--- config.mk ---
export PLATFORM = sky130hd
export DESIGN_NAME = adder4
export DESIGN_NICKNAME = d
export VERILOG_FILES = /design/src/rtl/adder4.sv
export SDC_FILE = /design/constraint.sdc
export NUM_CORES = 1
export LEC_CHECK = 0
export BUFFER_PORTS_ARGS = -buffer_cell sky130_fd_sc_hd__buf_2
export CAP_MARGIN = 30
export CELL_PAD_IN_SITES_DETAIL_PLACEMENT = 0
export CELL_PAD_IN_SITES_GLOBAL_PLACEMENT = 2
export CORE_AREA = 2 2 41 43
export CTS_CLUSTER_DIAMETER = 40
export DETAILED_ROUTE_END_ITERATION = 8
export DIE_AREA = 0 0 43 45
export GPL_TIMING_DRIVEN = 0
export PLACE_DENSITY = 0.74
export SKIP_CTS_REPAIR_TIMING = 1
export SYNTH_ARGS = -nofsm -noshare
export SYNTH_HDL_FRONTEND = slang
export SYNTH_SLANG_ARGS = --single-unit
--- constraint.sdc ---
create_clock -name clk -period 2.25 [get_ports clk]
set_clock_uncertainty 0.15 [all_clocks]
set_input_delay 0.1125 -clock clk [delete_from_list [all_inputs] [get_ports clk]]
set_output_delay 0.1125 -clock clk [all_outputs]
set_load 0.01 [all_outputs]
--- src/rtl/adder4.sv ---
// adder4: WIDTH-bit ripple-carry adder with a registered result copy.
// Define ADD4_CARRY_IN_EN to add the Cin port (c[0] = Cin).
module adder4 #(
  parameter int WIDTH = 4
) (
  input  logic             clk,
  input  logic             rst_n,
  input  logic [WIDTH-1:0] A,
  input  logic [WIDTH-1:0] B,
`ifdef ADD4_CARRY_IN_EN
  input  logic             Cin,
`endif
  output logic [WIDTH-1:0] S,
  output logic             C,
  output logic             V,
  output logic [WIDTH-1:0] S_q,
  output logic             C_q
);

  logic             cin_w;
  logic [WIDTH:0]   c;
  logic [WIDTH-1:0] s_d;
  logic             c_d;

`ifdef ADD4_CARRY_IN_EN
  assign cin_w = Cin;
`else
  assign cin_w = 1'b0;
`endif

  // ripple chain of full adders, LSB first
  always_comb begin
    c    = '0;
    s_d  = '0;
    c[0] = cin_w;
    for (int i = 0; i < WIDTH; i++) begin
      s_d[i]   = A[i] ^ B[i] ^ c[i];
      c[i+1]   = (A[i] & B[i]) | (c[i] & (A[i] ^ B[i]));
    end
  end

  assign c_d = c[WIDTH];
  assign S   = s_d;
  assign C   = c_d;
  assign V   = c[WIDTH] ^ c[WIDTH-1];

  // one-cycle registered copy for pipelined consumers
  always_ff @(posedge clk or negedge rst_n) begin
    if (!rst_n) begin
      S_q <= '0;
      C_q <= 1'b0;
    end else begin
      S_q <= s_d;
      C_q <= c_d;
    end
  end

endmodule

## Word level (Yosys, flattened, before mapping)

Index checks and enable logic that the tools add are counted.
Widths: inputs -> output; s select.

| word-level totals | value |
|---|---|
| bits in registers | 5 |
| latch bits | 0 |
| bits in writable memories | 0 |
| bits in read-only memories | 0 |
| bits of input ports | 10 |
| output and inout port bits | 11 |
| logic and storage cells | 20 |
| memories | 0 |

| cells by class | value |
|---|---|
| $add $sub $neg | 0 |
| $mul | 0 |
| divide/modulo/power cells | 0 |
| magnitude comparators | 0 |
| equality and inequality tests | 0 |
| shift operators | 0 |
| multiplexer cells | 0 |
| bitwise operators | 18 |
| reductions and logical operators | 0 |

Operators by type and width:

| kind | count |
|---|---|
| $xor 1x1->1 | 8 |
| $and 1x1->1 | 7 |
| $or 1x1->1 | 3 |

## Depth between registers and ports, before layout

| depth | value |
|---|---|
| depth after elaboration | 8 |
| gate-level depth with buffers | 8 |
| gate-level depth less buffers | 8 |

## Worst setup path after synthesis

OpenSTA, ideal clock, no wires.

| timing | value |
|---|---|
| path kind | input -> output |
| start | in A[0] |
| end | out V |
| arrival | 1571 ps |
| required time | 1987 ps |
| path slack | 416 ps |
| stages on the path | 8 |
| buffers on the path | 0 |
| cells stage by stage | ha_1 -> inv_1 -> fa_1 -> inv_1 -> fa_1 -> inv_1 -> fa_1 -> xnor2_1 |

| on the way | value |
|---|---|
| cells in the longest elaborated chain, start to end | 8 |

RTL lines:

| what | RTL line | source |
|---|---|---|
| start: declaration | 8 | `input logic [WIDTH-1:0] A,` |
| $and 1x1->1 (*) (2 in series) | 38 | `c[i+1] = (A[i] & B[i]) \| (c[i] & (A[i] ^ B[i]));` |
| $or 1x1->1 (*) | 38 |  |
| $and 1x1->1 (*) | 38 |  |
| $or 1x1->1 (*) | 38 |  |
| $and 1x1->1 | 38 |  |
| $or 1x1->1 | 38 |  |
| $xor 1x1->1 (*) | 45 | `assign V = c[WIDTH] ^ c[WIDTH-1];` |
| end: declaration | 15 | `output logic V,` |

Mark *: on every way between the ends. The rest lies on a longest branch, timed or not.

## Worst setup path in the final report

Ends and elaborated chain as after synthesis.

==> run summary <==
Outcome - finished with violations
Failing checks - negative hold slack
Clock Tree Buf Depth - 2
Net Count, Synth - 34
Required time worst endpoint - 1990 ps
Share of the clock period used by the worst path - 0.897
First-pass GRT wire length - 931 um
Syn-to-layout area delta - 64.6%
Clock Tree Root - clkbuf_4
Total clock sinks - 5
Die W - 43 um
Area contributors post-synth - dfrtp_1, fa_1, inv_1
DIE AREA - 0.00194 mm^2
Min Hold Slack - -0.518 ps
Final nets - 60
TritonCTS buffer count - 3
Die H - 45 um
Synth Cell Area - 244 um^2
Worst EP arrival - 1760 ps
CP Class - primary input to output pin
CTS tree - built
Overflow after GRT - 0
H-tree lvl count - 1
Fin. max-slew vios - 0
RSZ-0062 raised after global routing - false
Rows - 14
Gr usage total - 0.0762
Worst hold path type - primary input to flop
Initial DRC count - 0
Synth Flop Type - dfrtp_1
Synth Register Bits - 5
Port buffer count - 20
Synth top cells by count - inv_1, dfrtp_1, fa_1
Critical Path Fanout Max - 2
Post-route ant nets - 0
Avg Cell Area, Syn - 12.2 um^2
EDFF count, synth - 0
Setup violators final - 0
Dpl cells - 56
Post-Syn Instances - 20
Ys async rst share - 1.00
Initial antenna violation count - 0
Initial Util - 0.166
Yosys top cell area share - 0.513
Setup crit start kind - primary input
Synth cell types - 5
Pre-antenna DRT Iters - 1
Ant. Diodes - 0
Core ar. - 0.00147 mm^2
GPL Wtd Cong - 0.643
Setup TNS - 0 ps
Sequential area share after synthesis - 0.513
I/O pin cnt - 21
Synth area leader - dfrtp_1
Largest net degree at the start of global routing - 6
Most common cell in the netlist - inv_1
Fmax - 496 MHz
Fill cells - 174
DR WL/cell - 8.77 um
Via density - 3.46
Fin cells - 61
Drt total wl - 535 um
Final Hold Viols - 1
Maximum VDD drop - 327 uV
Max-slew headroom - 0.920
Slew @ Worst Pin - 119 ps
Vias - 211
Yosys warns - 0
Maximum capacitance violations - 0
Vias in the first global route - 234
Final min period - 2020 ps
Critical path endpoint category - output pin
Worst-path clk slew - 50 ps
Layout cells sized above 1 - 0.533
Power density over the cells - 722 mW/mm^2
Post-route DRC - 0
Leakage power - 0.242 nW
==> area by class of cell <==
cell class | instances | area (um^2) | area share
clock buffer | 3 | 22.5 | 0.0561
tap | 16 | 20.0 | 0.0498
sequential | 5 | 125 | 0.312
multi-input combinational | 5 | 81.3 | 0.202
timing repair buffer | 21 | 110 | 0.274
inverter | 10 | 37.5 | 0.0935
clock inverter | 1 | 5.00 | 0.0125
==> registers in the layout, indices dropped and copies added, names as in the netlist <==
| name | flops |
|---|---|
| C_q | 1 |
| S_q | 4 |
==> worst max-delay path, cell delays in order <==
cell     delay [ps]
buf_2            80
ha_1            130
inv_1            50
fa_1            350
inv_1            70
fa_1            190
inv_1            60
fa_1            400
xnor2_1         170
buf_2           150
==> metal layers <==
| metal | routed length (um) | vias to the layer above | global-route usage |
|---|---|---|---|
| li1 | - | 101 | - |
| met1 | 247 | 90 | 0.0773 |
| met2 | 172 | 20 | 0.100 |
| met3 | 115 | 0 | 0.0800 |
| met4 | 0 | 0 | 0.0364 |
| met5 | 0 | - | 0 |
==> cell families after synthesis <==
logic type  after synthesis  share of synthesized area
xor+xnor                  1                     0.0359
flops                     5                      0.513
buf+inv                  10                      0.154
fa+ha+maj                 4                      0.297
==> cells in the final DEF (no fill, tap or decap) <==
| master | n |
|---|---|
| buf_2 | 20 |
| inv_1 | 10 |
| dfrtp_1 | 5 |
| fa_1 | 3 |
| clkbuf_4 | 3 |
| xnor2_1 | 1 |
| ha_1 | 1 |
| clkinv_2 | 1 |
| dlygate4sd3_1 | 1 |
==> worst paths after layout <==
path	start	to	slack, ps	cells after the start
setup / recovery	A[0]	V	230	10
min in group asynchronous	rst_n	C_q$_DFF_PN0_	60	2
max in group asynchronous	rst_n	S_q[1]$_DFF_PN0_	1760	2
hold / removal	B[0]	S_q[0]$_DFF_PN0_	-0.5	2
==> stage by stage <==
stage / utilization / cell area, um^2 / worst slack [ps] / hold slack (ps) / power [mW]
final: 0.273 / 402 / 232 / -0.518 / 0.290
after CTS: 0.266 / 392 / 209 / -485 / 0.296
after floorplan: - / 244 / 416 / -333 / 0.148
after global routing: 0.273 / 402 / 78.6 / 8.31 / 0.315
after detailed placement: 0.247 / 364 / 227 / -222 / 0.190
after global placement: 0.247 / 364 / 230 / -222 / 0.189
==> where the power goes <==
| part | internal [mW] | switching (mW) | total, mW |
|---|---|---|---|
| clock | 0.0643 | 0.0377 | 0.102 |
| sequential | 0.103 | 0.00242 | 0.105 |
| combinational | 0.0373 | 0.0455 | 0.0829 |
| total | 0.204 | 0.0856 | 0.290 |
Power figures use the tool's default switching activity.
